### src/rtl/realtank_ahb_reg_slave.sv
// AHB-Lite register responder: NUM_REGS x 32-bit control registers with
// programmable wait states and two-cycle ERROR for unmapped/illegal accesses.
module realtank_ahb_reg_slave #(
  parameter int ADDR_W      = 12,
  parameter int NUM_REGS    = 8,
  parameter int WAIT_STATES = 0
) (
  input  logic                     HCLK,
  input  logic                     HRESETn,
  input  logic                     HSEL,
  input  logic [ADDR_W-1:0]        HADDR,
  input  logic [1:0]               HTRANS,
  input  logic                     HWRITE,
  input  logic [2:0]               HSIZE,
  input  logic [31:0]              HWDATA,
  input  logic                     HREADY,
  output logic                     HREADYOUT,
  output logic [1:0]               HRESP,
  output logic [31:0]              HRDATA,
  output logic [NUM_REGS*32-1:0]   reg_q
);

  localparam int IDX_W = (NUM_REGS > 1) ? $clog2(NUM_REGS) : 1;

  localparam logic [1:0] ST_READY = 2'd0;
  localparam logic [1:0] ST_WAIT  = 2'd1;
  localparam logic [1:0] ST_ERR1  = 2'd2;
  localparam logic [1:0] ST_ERR2  = 2'd3;

  localparam logic [3:0]        CNT_LOAD   = 4'((WAIT_STATES > 0) ? (WAIT_STATES - 1) : 0);
  localparam logic [ADDR_W-2:0] NUM_REGS_W = (ADDR_W-1)'(NUM_REGS);

  function automatic logic f_legal(input logic [ADDR_W-1:0] addr, input logic [2:0] size);
    logic ok;
    ok = ({1'b0, addr[ADDR_W-1:2]} < NUM_REGS_W);
    case (size)
      3'b000:  f_legal = ok;
      3'b001:  f_legal = ok & ~addr[0];
      3'b010:  f_legal = ok & (addr[1:0] == 2'b00);
      default: f_legal = 1'b0;
    endcase
  endfunction

  // Little-endian byte-lane enables for a legal access.
  function automatic logic [3:0] f_lanes(input logic [2:0] size, input logic [1:0] lo);
    case (size)
      3'b000:  f_lanes = 4'b0001 << lo;
      3'b001:  f_lanes = lo[1] ? 4'b1100 : 4'b0011;
      default: f_lanes = 4'b1111;
    endcase
  endfunction

  logic [1:0]             r_state;
  logic [3:0]             r_cnt;
  logic                   r_valid;
  logic                   r_write;
  logic [2:0]             r_size;
  logic [1:0]             r_lo;
  logic [IDX_W-1:0]       r_idx;
  logic                   r_hreadyout;
  logic [1:0]             r_hresp;
  logic [NUM_REGS*32-1:0] r_regs;

  logic       w_accept;
  logic       w_legal;
  logic [1:0] w_state_nxt;
  logic       w_commit;
  logic       w_rd_en;
  logic [3:0] w_be;
  logic       w_unused;

  assign w_unused  = HTRANS[0];
  assign w_accept  = r_hreadyout & HSEL & HREADY & HTRANS[1];
  assign w_legal   = f_legal(HADDR, HSIZE);
  assign w_commit  = (r_state == ST_READY) & r_valid & r_write;
  assign w_rd_en   = (r_state == ST_READY) & r_valid & ~r_write;
  assign w_be      = f_lanes(r_size, r_lo);
  assign HREADYOUT = r_hreadyout;
  assign HRESP     = r_hresp;
  assign reg_q     = r_regs;

  // Next-state decode for the data-phase FSM.
  always_comb begin
    w_state_nxt = r_state;
    case (r_state)
      ST_READY, ST_ERR2: begin
        if (w_accept) begin
          if (!w_legal) begin
            w_state_nxt = ST_ERR1;
          end else if (WAIT_STATES > 0) begin
            w_state_nxt = ST_WAIT;
          end else begin
            w_state_nxt = ST_READY;
          end
        end else begin
          w_state_nxt = ST_READY;
        end
      end
      ST_WAIT: begin
        if (r_cnt == 4'd0) begin
          w_state_nxt = ST_READY;
        end else begin
          w_state_nxt = ST_WAIT;
        end
      end
      ST_ERR1: w_state_nxt = ST_ERR2;
      default: w_state_nxt = ST_READY;
    endcase
  end

  // State, wait counter and the registered response outputs.
  always_ff @(posedge HCLK or negedge HRESETn) begin
    if (!HRESETn) begin
      r_state     <= ST_READY;
      r_cnt       <= 4'd0;
      r_hreadyout <= 1'b1;
      r_hresp     <= 2'b00;
    end else begin
      r_state     <= w_state_nxt;
      r_hreadyout <= (w_state_nxt == ST_READY) | (w_state_nxt == ST_ERR2);
      r_hresp     <= (w_state_nxt == ST_ERR1) | (w_state_nxt == ST_ERR2) ? 2'b01 : 2'b00;
      if (r_state == ST_WAIT) begin
        r_cnt <= r_cnt - 4'd1;
      end else if (w_accept & w_legal) begin
        r_cnt <= CNT_LOAD;
      end else begin
        r_cnt <= r_cnt;
      end
    end
  end

  // Address-phase capture; held while our own data phase is stalled.
  always_ff @(posedge HCLK or negedge HRESETn) begin
    if (!HRESETn) begin
      r_valid <= 1'b0;
      r_write <= 1'b0;
      r_size  <= 3'b000;
      r_lo    <= 2'b00;
      r_idx   <= {IDX_W{1'b0}};
    end else if (r_hreadyout) begin
      r_valid <= w_accept;
      if (w_accept) begin
        r_write <= HWRITE;
        r_size  <= HSIZE;
        r_lo    <= HADDR[1:0];
        r_idx   <= HADDR[IDX_W+1:2];
      end
    end
  end

  // Register file: byte-lane write commit at the end of the completing cycle.
  always_ff @(posedge HCLK or negedge HRESETn) begin
    if (!HRESETn) begin
      r_regs <= {(NUM_REGS*32){1'b0}};
    end else begin
      for (int k = 0; k < NUM_REGS; k++) begin
        for (int b = 0; b < 4; b++) begin
          if (w_commit && (r_idx == IDX_W'(k)) && w_be[b]) begin
            r_regs[32*k+8*b +: 8] <= HWDATA[8*b +: 8];
          end
        end
      end
    end
  end

  // Read data is driven only in a read's completing cycle.
  always_comb begin
    if (w_rd_en) begin
      HRDATA = r_regs[{r_idx, 5'd0} +: 32];
    end else begin
      HRDATA = 32'h0000_0000;
    end
  end

endmodule

### config.mk
export PLATFORM = sky130hd
export DESIGN_NAME = realtank_ahb_reg_slave
export DESIGN_NICKNAME = d
export VERILOG_FILES = /design/src/rtl/realtank_ahb_reg_slave.sv
export SDC_FILE = /design/constraint.sdc
export NUM_CORES = 1
export LEC_CHECK = 0
export BUFFER_PORTS_ARGS = -buffer_cell sky130_fd_sc_hd__buf_2
export CORE_AREA = 2 2 194 196
export CTS_BUF_LIST = sky130_fd_sc_hd__clkbuf_16
export DETAILED_ROUTE_END_ITERATION = 8
export DIE_AREA = 0 0 196 198
export GPL_ROUTABILITY_DRIVEN = 0
export PLACE_DENSITY = 0.66
export SLEW_MARGIN = 20
export SYNTH_ARGS = -nofsm -noshare
export SYNTH_HDL_FRONTEND = slang
export SYNTH_SLANG_ARGS = --single-unit
### constraint.sdc
create_clock -name HCLK -period 2.5 [get_ports HCLK]
set_input_delay 0.5 -clock HCLK [delete_from_list [all_inputs] [get_ports HCLK]]
set_output_delay 0.5 -clock HCLK [all_outputs]
set_load 0.05 [all_outputs]
== After elaboration in Yosys (flattened, before gate mapping) ==
Cells that the tools add are included.

* Register bits after elaboration: 274
* Bits of input ports: 54
* Output and inout bits: 291
* Logic and storage cells: 134

* $add $sub $neg: 1
* Magnitude comparators: 1
* Equal/unequal tests: 15
* Shifts and indexed selects: 2
* Muxes and demuxes: 11
* Bitwise gates (word level): 13
* Reductions and logical operators: 50

{| class="wikitable"
|+ Operators with widths
! cell !! number
|-
| 256-bit by 9-bit indexed part select with 32-bit output || 1
|-
| 1-bit logical AND || 40
|-
| 32-bit 2-to-1 mux || 1
|-
| 3-bit equality test, second input constant || 4
|-
| 4-bit 2-to-1 mux || 3
|-
| 10-bit by 4-bit < comparator with 1-bit output, second input constant || 1
|-
| 1-bit bitwise AND || 9
|-
| 3-bit by 1-bit equality test with 1-bit output, second input constant || 3
|-
| 3-bit by 2-bit equality test with 1-bit output, second input constant || 3
|-
| 3-bit zero test || 3
|-
| 2-bit equality test, second input constant || 4
|-
| 4-bit one-hot mux with 2 select lines || 1
|-
| 2-bit zero test || 3
|-
| 2-bit one-hot mux with 3 select lines || 1
|-
| 4-bit zero test || 1
|-
| 2-bit 2-to-1 mux || 2
|-
| 1-bit by 2-bit left shift with 4-bit output, first input constant || 1
|-
| 4-bit by 1-bit subtractor with 4-bit output, second input constant || 1
|-
| 1-bit one-hot mux with 3 select lines || 1
|-
| 2-bit by 1-bit equality test with 1-bit output, second input constant || 1
|-
| 1-bit 2-to-1 mux || 2
|-
| 1-bit inverter || 2
|-
| 1-bit bitwise OR || 2
|-
| 2-bit AND reduction || 1
|-
| other kinds (2) || 2
|}

== Depth between registers and ports, before layout ==
* Word-level depth: 9
* Mapped depth: 8
* Mapped depth without buffers: 6

== Worst setup path before layout ==
No wires, ideal clock.

* Kind: reg-to-output
* Start: reg r_idx[0]
* End: out HRDATA[12]
* Arrival time: 1.598 ns
* Data required time: 2.000 ns
* Slack: 0.402 ns
* Cell stages (with the launch flop): 7
* Buffers on the path: 3
* Path through: dfrtp_1 > nand2b_1 > buf_2 > or2_1 > buf_2 > buf_2 > o221a_2

* Longest elaborated chain between the ends: 2

{| class="wikitable"
|+ Ends and longest elaborated chain
! what !! line !! RTL
|-
| start: declaration || 59 || <nowiki>logic [IDX_W-1:0] r_idx;</nowiki>
|-
| start signal: assignment || 139 || <nowiki>r_idx <= {IDX_W{1'b0}};</nowiki>
|-
| start signal: assignment || 146 || <nowiki>r_idx <= HADDR[IDX_W+1:2];</nowiki>
|-
| 256-bit by 9-bit indexed part select with 32-bit output || 169 || <nowiki>HRDATA = r_regs[{r_idx, 5'd0} +: 32];</nowiki>
|-
| 32-bit 2-to-1 mux || 168 || <nowiki>if (w_rd_en) begin</nowiki>
|-
| end: declaration || 19 || <nowiki>output logic [31:0] HRDATA,</nowiki>
|}

No other way between the ends.

== Worst setup path after layout ==
* Start: reg r_idx[0]
* End: out HRDATA[20]

Same word-level chain as after synthesis.

==> metrics.md <==
| Metric | Value |
|---|---|
| Run status | `complete, but fails checks` |
| Failing checks | `negative setup slack` |
| Final Slew Violations | `0` |
| Grt met1 use | `0.307` |
| Std-Cell Rows | `71` |
| Yosys top cell area share | `0.540` |
| Vert. Die Dim | `between 150 and 200 um` |
| Global-route wire length before repair | `64,900 um` |
| Wire length per cell | `25.0 um` |
| Sequential power share | `0.338` |
| Filler cell count | `3,372` |
| Setup-failing EPs final | `32` |
| Post-synth ARST share | `1.00` |
| # clock sinks | `274` |
| RSZ-0062 raised after global routing | `yes` |
| Yosys reg bits | `around 270` |
| Final Hold Vio Count | `0` |
| DRC Markers | `0` |
| Tmin final | `2.72 ns` |
| Post-DRT Antenna Nets | `0` |
| Worst-path maximum fanout | `12` |
| Cells after DPL | `roughly 1,700` |
| Clock share of power | `0.213` |
| Worst EP arrival | `roughly 2.2 ns` |
| Fin nets | `~1,400` |
| Logic pwr share | `0.449` |
| Max cap viols | `0` |
| Final period util | `1.09` |
| Psw | `8.43 mW` |
| Internal Pwr Total | `around 10 mW` |
| Largest cells by area after synthesis | `dfrtp_1 54%, mux2_2 23%, mux2i_1 7.0%, o221a_2 2.9%, o22ai_1 1.6%` |
| Buffer depth of the longest clock path | `3` |
| FMAX | `367 MHz` |
| Power per Cell Area | `1070 mW/mm^2` |
| Clock transition at path regs | `0.07 ns` |
| CP Launch Type | `flop` |
| Yosys warns | `0` |
| Leak Pwr | `8.69 nW` |
| Post-synth EDFFs | `0` |
| Grt ovf | `0` |
| Vias per inst | `5.28` |
| GR Util met3 | `0.0397` |
| DIE AREA | `0.0388 sq mm` |
| Root Driver | `clkbuf_16` |
| Clk Latency, worst-skew pair | `0.56 ns` |
| Post-synth top cells | `273 x dfrtp_1, 258 x mux2_2, 88 x mux2i_1, 32 x o221a_2, 32 x o22ai_1` |
| Relative slew slack | `0.555` |
| Final HPWL DP | `30,000 um` |
| Vias | `9,648` |
| PnR worst setup slack | `-0.223 ns` |
| Post-place setup slack | `0.120 ns` |
| Post-Route WL | `45,600 um` |
| CP endpoint kind | `output pin` |
| Number of global-route vias before repair | `9,676` |
| Gate Count Post-Synth | `918` |
| Count leader, synth | `dfrtp_1` |
| Initial Util | `0.342` |
| Die W | `196 um` |
| Max VDD drop | `0.000560 V` |
| Drt first pass iters | `4` |
| Sw Share | `0.452` |
| Worst Skew | `between 0.015 and 0.02 ns` |
| Starting DRT DRC Count | `404` |
| Post-layout util | `0.471` |
| Min-Delay Path Class | `in -> reg` |
| CP Class | `reg -> out` |
| Sequential area share after synthesis | `0.542` |
| PortBufs | `roughly 340` |
| Power Total | `18.7 mW` |
| Diode count | `0` |
| Syn-to-layout area delta | `37.6%` |
| Final cell count without fillers | `1,827` |
| Dominant synthesized flop cell | `dfrtp_1` |
| Biggest area consumer among synthesized cells | `dfrtp_1` |
| Tot GR Track Use | `0.226` |
| WP data required | `2.00 ns` |
| Mean post-synth cell area | `13.8 sq um` |
| CTS H-Tree Depth | `1` |
| Cell Area, Synth | `0.0126 sq mm` |
| Largest net degree at the start of global routing | `65` |
| TritonCTS buffer count | `29` |
| Worst-Margin Slew | `0.667 ns` |
| Initial antenna violation count | `0` |
| I/O pin cnt | `345` |
| Post-Syn Nets | `slightly below 1,000` |
| Post-synthesis cell type count | `42` |
| CTS tree | `yes` |
| GRT Max-Usage Layer | `met2` |
| Share of cells above drive strength 1 | `0.639` |
| Met2 GRT Util | `0.373` |
| Core area | `0.0370 sq mm` |
==> cell type report <==
| cell class | count | area [sq um] | area share |
|---|---|---|---|
| clock buffers | 29 | 726 | 0.0417 |
| clock inverters | 23 | 123 | 0.00705 |
| inverters | 7 | 26.3 | 0.00151 |
| multi-input cells | 588 | 5970 | 0.343 |
| flip-flops and latches | 274 | 6860 | 0.395 |
| well taps | 474 | 593 | 0.0341 |
| repair buffers | 432 | 3100 | 0.178 |
==> critical path: stages, from the launching register on <==
cell	delay, ns
dfrtp_2	0.48
nand2b_4	0.17
buf_6	0.11
or2_4	0.25
buf_12	0.17
o221a_2	0.30
buf_8	0.15
==> worst paths after layout <==
check / slack [ns] / from / end / cells past startpoint
worst max-delay path: -0.22 / r_idx[0]$_DFFE_PN0P_ / HRDATA[20] / 6
worst min-delay path: 0.18 / HWRITE / r_write$_DFFE_PN0P_ / 2
worst max register to register: 0.09 / r_idx[1]$_DFFE_PN0P_ / reg_q[29]$_DFFE_PN0P_ / 5
worst min register to register: 0.51 / r_size[2]$_DFFE_PN0P_ / r_size[2]$_DFFE_PN0P_ / 1
max in group asynchronous: 1.21 / HRESETn / reg_q[114]$_DFFE_PN0P_ / 3
min in group asynchronous: 0.49 / HRESETn / reg_q[93]$_DFFE_PN0P_ / 2
==> cells by family after synthesis <==
| group | Yosys count | share of synthesized area |
|---|---|---|
| adders and majority gates | 5 | 0.00495 |
| other | 1 | 0.000297 |
| AOI/OAI and AO/OA | 123 | 0.0722 |
| buffers and inverters | 56 | 0.0205 |
| xor gates and xnor gates | 3 | 0.00208 |
| DFF | 274 | 0.542 |
| muxes | 354 | 0.309 |
| and+or+nand+nor | 102 | 0.0486 |
==> through the flow <==
stage	hold slack [ns]	setup TNS (ns)	cell area [sq um]
after CTS	0.156	-6.70	17000
final	0.180	-5.68	17400
after global placement	0.489	0	15300
after global routing	0.166	-7.58	17400
after floorplan	0.204	0	12600
after detailed placement	0.497	0	15300
==> placed cells by master (no fill, tap or decap), types with 12 or more instances in the layout <==
cell,instances
a21oi_1,14
buf_12,15
buf_2,309
buf_4,49
buf_6,27
buf_8,22
clkbuf_16,31
dfrtp_1,270
mux2_2,258
mux2i_1,73
nor2_1,24
nor2_2,18
o21ai_0,12
o221a_2,22
o22ai_1,25
==> registers in the layout, indices dropped and copies added (netlist names) <==
name and flops:
reg_q 256, r_cnt 4, r_idx 3, r_size 3, r_lo 2, r_state 2, HREADYOUT 1, HRESP 1
r_valid 1, r_write 1
==> power by group through the flow <==
stage	clock network [mW]	registers, mW	logic (mW)
global route	4.25	6.46	8.70
CTS	4.07	6.27	8.21
finish	3.97	6.32	8.37
floorplan	0	9.52	2.11
detailed placement	0	6.35	7.58
global placement	0	6.29	7.52
==> per-layer routing <==
| layer | routed length (um) | vias to the layer above |
|---|---|---|
| met3 | 2690 | 66 |
| li1 | - | 4253 |
| met4 | 1080 | 0 |
| met5 | 0 | - |
| met2 | 21600 | 342 |
| met1 | 20200 | 4987 |
==> what timing repair did <==
action / in CTS / in global routing
endpoints found under the hold margin: 55 / 0
buffers inserted: 15 / 5
pin swaps: 22 / 26
gates resized for setup: 143 / 70
gates cloned: 6 / 3
endpoints found under the setup margin: 32 / 32
hold buffers: 1 / 0
(Power assumes the default switching activity.)
